## src/rtl/stall_aware_producer_if.sv

```systemverilog
// Handshake bundle between the stall-aware producer and the dual-lane pipeline.
// master = producer side, slave = pipeline side.
interface stall_aware_producer_if #(
  parameter int unsigned DATA_W = 32
);
  logic              start;
  logic              stall_1;
  logic              stall_2;
  logic [DATA_W-1:0] pipeline1_inputs;
  logic [DATA_W-1:0] pipeline2_inputs;
  logic [1:0]        in_valid;
  logic              flush_1;
  logic              flush_2;
  logic              done;

  modport master (
    input  start, stall_1, stall_2,
    output pipeline1_inputs, pipeline2_inputs, in_valid, flush_1, flush_2, done
  );

  modport slave (
    output start, stall_1, stall_2,
    input  pipeline1_inputs, pipeline2_inputs, in_valid, flush_1, flush_2, done
  );
endinterface

```

## src/rtl/stall_aware_producer.sv

```systemverilog
// Dual-lane, stall-correct, count-bounded stimulus producer with periodic flush pulses.
// Define PRODUCER_BUBBLE_EN to add per-lane LFSR-driven bubble insertion.
module stall_aware_producer #(
  parameter int unsigned DATA_W       = 32,
  parameter int unsigned NUM_TXN      = 16,
  parameter int unsigned FLUSH_PERIOD = 4
) (
  input  logic                   clk,
  input  logic                   reset,
  stall_aware_producer_if.master bus
);
  localparam int unsigned SEQ_W  = DATA_W - 4;
  localparam int unsigned FP_DIV = (FLUSH_PERIOD == 0) ? 1 : FLUSH_PERIOD;

  typedef enum logic [1:0] {IDLE, SEND, FLUSH, DONE} lane_state_e;

  lane_state_e       state_q [2];
  lane_state_e       state_d [2];
  logic [SEQ_W-1:0]  seq_q   [2];
  logic [SEQ_W-1:0]  seq_d   [2];
  logic [SEQ_W:0]    cnt     [2];
  logic [DATA_W-1:0] data_q  [2];
  logic [DATA_W-1:0] data_d  [2];
  logic [1:0]        valid_q, valid_d;
  logic [1:0]        flush_q, flush_d;
  logic [1:0]        stall;
  logic [1:0]        bubble;
  logic              done_q, done_d;
  logic              armed_q;
  logic              start_ok;
`ifdef PRODUCER_BUBBLE_EN
  localparam logic [7:0] LFSR_TAPS = 8'hB8;
  logic [7:0] lfsr_q [2];
  logic [7:0] lfsr_d [2];
  logic [1:0] bub_q, bub_d;
`endif

  assign stall = {bus.stall_2, bus.stall_1};

  // armed_q blocks a start sampled on the first edge after reset release
  assign start_ok = armed_q && bus.start &&
                    (state_q[0] inside {IDLE, DONE}) &&
                    (state_q[1] inside {IDLE, DONE});

  always_comb begin
    done_d = 1'b0;
    for (int unsigned i = 0; i < 2; i++) begin
      state_d[i] = state_q[i];
      seq_d[i]   = seq_q[i];
      cnt[i]     = {1'b0, seq_q[i]} + 1'b1;
`ifdef PRODUCER_BUBBLE_EN
      lfsr_d[i]  = lfsr_q[i];
      bub_d[i]   = bub_q[i];
`endif
      unique case (state_q[i])
        IDLE, DONE: begin
          if (start_ok) begin
            state_d[i] = SEND;
            seq_d[i]   = '0;
`ifdef PRODUCER_BUBBLE_EN
            lfsr_d[i]  = (i == 0) ? 8'hA5 : 8'h3C;
            bub_d[i]   = 1'b0;
`endif
          end
        end
        SEND: begin
          if (valid_q[i] && !stall[i]) begin
            seq_d[i] = cnt[i][SEQ_W-1:0];
            if (32'(cnt[i]) == NUM_TXN) begin
              state_d[i] = DONE;
            end else if (FLUSH_PERIOD != 0 && (32'(cnt[i]) % FP_DIV) == 0) begin
              state_d[i] = FLUSH;
            end
`ifdef PRODUCER_BUBBLE_EN
            // a pending bubble survives a FLUSH and is taken on return to SEND
            lfsr_d[i] = {1'b0, lfsr_q[i][7:1]} ^ (lfsr_q[i][0] ? LFSR_TAPS : 8'h00);
            bub_d[i]  = lfsr_d[i][0];
          end else if (!valid_q[i]) begin
            bub_d[i]  = 1'b0;
`endif
          end
        end
        FLUSH:   state_d[i] = SEND;
        default: state_d[i] = IDLE;
      endcase
`ifdef PRODUCER_BUBBLE_EN
      bubble[i] = bub_d[i];
`else
      bubble[i] = 1'b0;
`endif
      valid_d[i] = (state_d[i] == SEND) && !bubble[i];
      flush_d[i] = (state_d[i] == FLUSH);
      data_d[i]  = valid_d[i] ? {4'(i + 1), seq_d[i]} : '0;
    end
    done_d = (state_d[0] == DONE) && (state_d[1] == DONE);
  end

  always_ff @(posedge clk or negedge reset) begin
    if (!reset) begin
      for (int unsigned i = 0; i < 2; i++) begin
        state_q[i] <= IDLE;
        seq_q[i]   <= '0;
        data_q[i]  <= '0;
`ifdef PRODUCER_BUBBLE_EN
        lfsr_q[i]  <= (i == 0) ? 8'hA5 : 8'h3C;
`endif
      end
`ifdef PRODUCER_BUBBLE_EN
      bub_q   <= '0;
`endif
      valid_q <= '0;
      flush_q <= '0;
      done_q  <= 1'b0;
      armed_q <= 1'b0;
    end else begin
      for (int unsigned i = 0; i < 2; i++) begin
        state_q[i] <= state_d[i];
        seq_q[i]   <= seq_d[i];
        data_q[i]  <= data_d[i];
`ifdef PRODUCER_BUBBLE_EN
        lfsr_q[i]  <= lfsr_d[i];
`endif
      end
`ifdef PRODUCER_BUBBLE_EN
      bub_q   <= bub_d;
`endif
      valid_q <= valid_d;
      flush_q <= flush_d;
      done_q  <= done_d;
      armed_q <= 1'b1;
    end
  end

  assign bus.pipeline1_inputs = data_q[0];
  assign bus.pipeline2_inputs = data_q[1];
  assign bus.in_valid         = valid_q;
  assign bus.flush_1          = flush_q[0];
  assign bus.flush_2          = flush_q[1];
  assign bus.done             = done_q;
endmodule

```

## src/flat_wrapper.sv

```systemverilog
// flat-port wrapper written by rule: the top's interface ports become plain ports
module stall_aware_producer_flat 
#(
  parameter int unsigned DATA_W       = 32,
  parameter int unsigned NUM_TXN      = 16,
  parameter int unsigned FLUSH_PERIOD = 4
)
  (clk, reset, bus_start, bus_stall_1, bus_stall_2, bus_pipeline1_inputs, bus_pipeline2_inputs, bus_in_valid, bus_flush_1, bus_flush_2, bus_done);
  stall_aware_producer_if #(.DATA_W(DATA_W)) bus_i ();
  input  logic clk;
  input  logic reset;
  input wire logic [$bits(bus_i.start)-1:0] bus_start;
  input wire logic [$bits(bus_i.stall_1)-1:0] bus_stall_1;
  input wire logic [$bits(bus_i.stall_2)-1:0] bus_stall_2;
  output wire logic [$bits(bus_i.pipeline1_inputs)-1:0] bus_pipeline1_inputs;
  output wire logic [$bits(bus_i.pipeline2_inputs)-1:0] bus_pipeline2_inputs;
  output wire logic [$bits(bus_i.in_valid)-1:0] bus_in_valid;
  output wire logic [$bits(bus_i.flush_1)-1:0] bus_flush_1;
  output wire logic [$bits(bus_i.flush_2)-1:0] bus_flush_2;
  output wire logic [$bits(bus_i.done)-1:0] bus_done;
  assign bus_i.start = bus_start;
  assign bus_i.stall_1 = bus_stall_1;
  assign bus_i.stall_2 = bus_stall_2;
  assign bus_pipeline1_inputs = bus_i.pipeline1_inputs;
  assign bus_pipeline2_inputs = bus_i.pipeline2_inputs;
  assign bus_in_valid = bus_i.in_valid;
  assign bus_flush_1 = bus_i.flush_1;
  assign bus_flush_2 = bus_i.flush_2;
  assign bus_done = bus_i.done;
  stall_aware_producer #(.DATA_W(DATA_W), .NUM_TXN(NUM_TXN), .FLUSH_PERIOD(FLUSH_PERIOD)) u_core (.clk(clk), .reset(reset), .bus(bus_i));
endmodule
```

## config.mk

```make
export PLATFORM = sky130hd
export DESIGN_NAME = stall_aware_producer_flat
export DESIGN_NICKNAME = d
export VERILOG_FILES = /design/src/rtl/stall_aware_producer_if.sv /design/src/rtl/stall_aware_producer.sv /design/src/flat_wrapper.sv
export SDC_FILE = /design/constraint.sdc
export NUM_CORES = 1
export LEC_CHECK = 0
export ABC_AREA = 1
export BUFFER_PORTS_ARGS = -buffer_cell sky130_fd_sc_hd__buf_4
export CAP_MARGIN = 20
export CORE_MARGIN = 2
export CORE_UTILIZATION = 46
export DETAILED_ROUTE_END_ITERATION = 8
export PLACE_DENSITY = 0.68
export SLEW_MARGIN = 20
export SYNTH_ARGS = -nofsm -noshare
export SYNTH_HDL_FRONTEND = slang
export SYNTH_SLANG_ARGS = --single-unit
export TNS_END_PERCENT = 5
```

## constraint.sdc

```tcl
create_clock -name clk -period 5.6 [get_ports clk]
set_input_delay 0.28 -clock clk [delete_from_list [all_inputs] [get_ports clk]]
set_output_delay 0.28 -clock clk [all_outputs]
set_load 0.005 [all_outputs]
```

== Word-level counts from Yosys, hierarchy flattened ==
Index checks and enable logic that the tools add are counted.

* Input bits: 5
* Output and inout port bits: 69
* Register bits: 130
* Word-level logic and storage cells: 60

* Equality and inequality tests: 14
* Mux-type cells: 18
* Reduce and logical (&&, ||, !) cells: 16
* $add $sub $neg: 2

{| class="wikitable"
|+ Operators with widths
! operator !! number
|-
| $mux W28 || 4
|-
| $pmux W28 S2 || 2
|-
| $logic_not A32 Y1 || 2
|-
| $add A28 B1 Y29 const B || 2
|-
| $eq A29 B5 Y1 const B || 2
|-
| $mux W30 || 1
|-
| $mux W29 || 1
|-
| $eq A2 B2 Y1 const B || 8
|-
| $mux W2 || 8
|-
| $pmux W2 S3 || 2
|-
| $eq A2 B1 Y1 const B || 4
|-
| $logic_and A1 B1 Y1 || 6
|-
| $logic_not A2 Y1 || 2
|-
| $reduce_bool A2 Y1 || 2
|-
| $reduce_or A2 Y1 || 2
|-
| $logic_not A1 Y1 || 2
|}

== Depth between registers and ports, before layout ==
* Depth in word-level cells: 8
* Depth in mapped cells: 20
* Gate-level depth less buffers: 19

== Least setup slack after synthesis ==
Ideal clock, no wire load.

* Path kind: register to register
* From: register u_core.seq_q[29] (netlist name)
* To: register u_core.data_q, in the netlist u_core.bus.pipeline1_inputs[19]
* Clock period less this slack: 2.169 ns
* Arrival: 2.100 ns
* Stages on the path, launching flop included: 20
* Data required time: 5.531 ns
* Setup time: 0.069 ns
* Buffers on the path: 2
* Setup slack: 3.431 ns
* Cells stage by stage: dfrtp_1 -> ha_1 -> nand2_2 -> nor2_8 -> nand2_2 -> nor2_2 -> nand2_1 -> nand2_1 -> nand2_1 -> nor2_1 -> nand2_1 -> nor2_1 -> nand3_1 -> nand2_1 -> nand2_1 -> nand2_2 -> nand3_2 -> buf_6 -> buf_8 -> nor2_4

{| class="wikitable"
|+ RTL lines
! element !! line !! source
|-
| from (decl) || stall_aware_producer.sv:19 || <nowiki>logic [SEQ_W-1:0] seq_q [2];</nowiki>
|-
| from (signal, indexed assignment) || stall_aware_producer.sv:118 || <nowiki>seq_q[i] <= seq_d[i];</nowiki>
|-
| to (signal, indexed assignment) || stall_aware_producer.sv:119 || <nowiki>data_q[i] <= data_d[i];</nowiki>
|-
| to (decl) || stall_aware_producer.sv:22 || <nowiki>logic [DATA_W-1:0] data_q [2];</nowiki>
|}

==> results_dict.tcl <==
set metrics [dict create \
    skew_ns 0.00772 \
    final-hold-violation-count 0 \
    start_kind "register" \
    ios 74 \
    syn_area_sq_um 6600 \
    grt_antenna_before_repair 0 \
    grt_pass1_wl_mm 26.3 \
    core_area_sq_um 13900 \
    gp_congestion 0.891 \
    cts_resized 0 \
    fmax_ghz 0.309 \
    worstPathMaxFanout 29 \
    setup_viol 0 \
    root_buffer "clkbuf_16" \
    rsz0062_at_grt "no" \
    finalWirelength_mm 15.8 \
    ir_worst_vdd_uv 300 \
    p_total_w 0.00285 \
    cap_viol_max_count 0 \
    cts_tree "done" \
    maxSlewViolCount 0 \
    critical_path_class "register to register" \
    postSynthAreaPerCell_sq_um 7.44 \
    layout.nets 974 \
    hpwl_mm 11.0 \
    die_h_microns 124 \
    async_flop_share_pct 100 \
    cp.required_ns 5.91 \
    ys_types 33 \
    cts_buffers 17 \
    firstDrtPassIters 5 \
    vias 5717 \
    via_per_inst 4.95 \
    hold_buffers 1 \
    clock_latency_ns 0.42 \
    globalRouteTotalUtil_pct 22.3 \
    route.detailed.drc 0 \
    clockBufferDepth 2 \
    n_antenna_cell 0 \
    p_leak_nw 3.82 \
    grt_max_degree 75 \
    period_needed_ns 3.23 \
    grt_pass1_vias 5342 \
    grt.overflow.total 0 \
    cts.clk_slew.worst_paths_ns 0.06 \
    slew_headroom_pct 38.5 \
    die_w_microns 124 \
    postRouteAntennaNets 0 \
    yosys_warnings 0 \
    multi_input_area_sq_um 2750 \
    drtIter0Drc 402 \
    endpoint_kind "register" \
    final-seq-area_sq_um 3050 \
    worst_pin_slew_ns 0.921 \
    synth_edf_count 0 \
    dieArea_sq_um 15300 \
    place.port_buffers 67 \
    hold_slack_ns 0.389 \
    hp-class "input port to register" \
    status "finished clean" \
    ys_ff_latch 122 \
    initial_core_util_pct 47.3 \
    powerDensity_nw_per_um2 361 \
    synthToLayoutAreaGrowth_pct 19.9 \
    synth_flop_cell "dfrtp_1" \
    clkSinkCount 122 \
    fillers 1281 \
    synthCells 886 \
    post_drt_wl_per_cell_microns 13.7 \
    min_period_over_period_pct 57.8 \
    htreeDepth 4 \
    synth_seq_area_share_pct 46.3 \
    finalSetupTns_ns 0 \
    rows 43 \
    cts_setup_buffers 0 \
    layout-drive-gt1-share_pct 16.2 \
    worstPathArrival_ns 3.55 \
]
[worst paths after layout]
kind,slack [ns],endpoint,startpoint,depth (start not counted)
min in group asynchronous,0.42,u_core.bus.pipeline2_inputs[22],reset,2
max in group asynchronous,3.84,u_core.bus.pipeline1_inputs[3],reset,3
hold / removal,0.39,u_core.state_q[0],bus_start,5
setup / recovery,2.37,u_core.bus.pipeline1_inputs[14],u_core.seq_q[29],15
hold reg to reg,0.60,u_core.seq_q[1],u_core.seq_q[1],2
setup reg to reg,2.37,u_core.bus.pipeline1_inputs[14],u_core.seq_q[29],15
[critical path, cell delays in order (launching register included)]
cell and delay (ns):
dfrtp_1 0.44, ha_1 0.26, nand2_2 0.14, nor2_8 0.19
nand3_2 0.15, o21ai_1 0.15, nand2_1 0.08, nor2_1 0.16
nand2_1 0.08, nor2_1 0.10, nand3_1 0.13, nand2_1 0.09
nand2_1 0.06, nand2_2 0.07, nand3_2 0.65, nor2_1 0.37
[cells in the final DEF, fill, tap and decap left out, types with 3 or more instances in the layout]
cell          n
nand2_1     226
inv_1       174
nor2_1      130
dfrtp_1     122
buf_4        71
nand3_1      50
o22ai_1      37
nor2_2       19
clkbuf_16    17
nor2_4       16
o21ai_0      16
nand2_2      11
a22oi_1      11
nand4_1       8
o21a_1        7
ha_1          7
conb_1        7
o21ai_1       6
inv_2         5
xor2_1        5
bufinv_16     5
and2_1        3
clkbuf_8      3
clkinvlp_4    3
[Yosys cell counts, types with 8 or more instances]
library cell	n	share of area, %
a22oi_1	11	1.3
buf_4	8	0.91
dfrtp_1	122	46
inv_1	174	9.9
nand2_1	226	13
nand2_2	11	1.0
nand3_1	50	3.8
nand4_1	8	0.76
nor2_1	130	7.4
nor2_2	19	1.8
nor2_4	16	2.7
o21ai_0	16	1.2
o22ai_1	37	3.5
[per-stage QoR]
stage / cells / instance area, sq um / setup slack [ns] / util [%]
floorplan: 891 / 6610 / 3.43 / -
global placement: 1122 / 7240 / 2.56 / 51.9
detailed placement: 1122 / 7240 / 2.45 / 51.9
CTS: 1155 / 7910 / 2.29 / 56.8
global route: 1155 / 7910 / 2.03 / 56.8
finish: 1155 / 7910 / 2.37 / 56.8
[flip-flops by register name, summed over array words and instances, names as in the netlist]
signal                       cells
u_core.seq_q                    56
u_core.bus.pipeline2_inputs     29
u_core.bus.pipeline1_inputs     28
u_core.state_q                   4
u_core.flush_q                   2
u_core.armed_q                   1
u_core.bus.done                  1
u_core.bus.in_valid              1
[final cells by class]
type                            count  area share (%)
Inverter                          180            8.54
Clock buffer                       21            5.95
Tap cell                          180            2.85
Clock inverter                     11            2.42
Multi-Input combinational cell    569            34.8
Sequential cell                   122            38.6
Timing Repair Buffer               72            6.86
[where the power goes]
part	switching, W	internal (W)	total [W]
combinational	0.000494	0.000161	0.000655
clock	0.000396	0.000823	0.00122
sequential	0.0000467	0.000932	0.000979
[cells by family after synthesis]
logic type,after synthesis,synth area share [%]
AO/OA/AOI/OAI,79,7.44
XOR/XNOR,5,0.664
adder cells (fa/ha/maj),7,1.33
other,2,0.114
AND/OR/NAND/NOR,471,31.9
buffers and inverters,200,12.3
flip-flops,122,46.3
[metal layers]
metal	GRT usage [%]	routed length [microns]	vias to the layer above
met5	0	0	-
met3	4.76	995	17
met4	7.24	197	0
met2	32.5	6980	195
met1	33.2	7600	2653
li1	-	-	2852
Power figures use the tool's default switching activity.
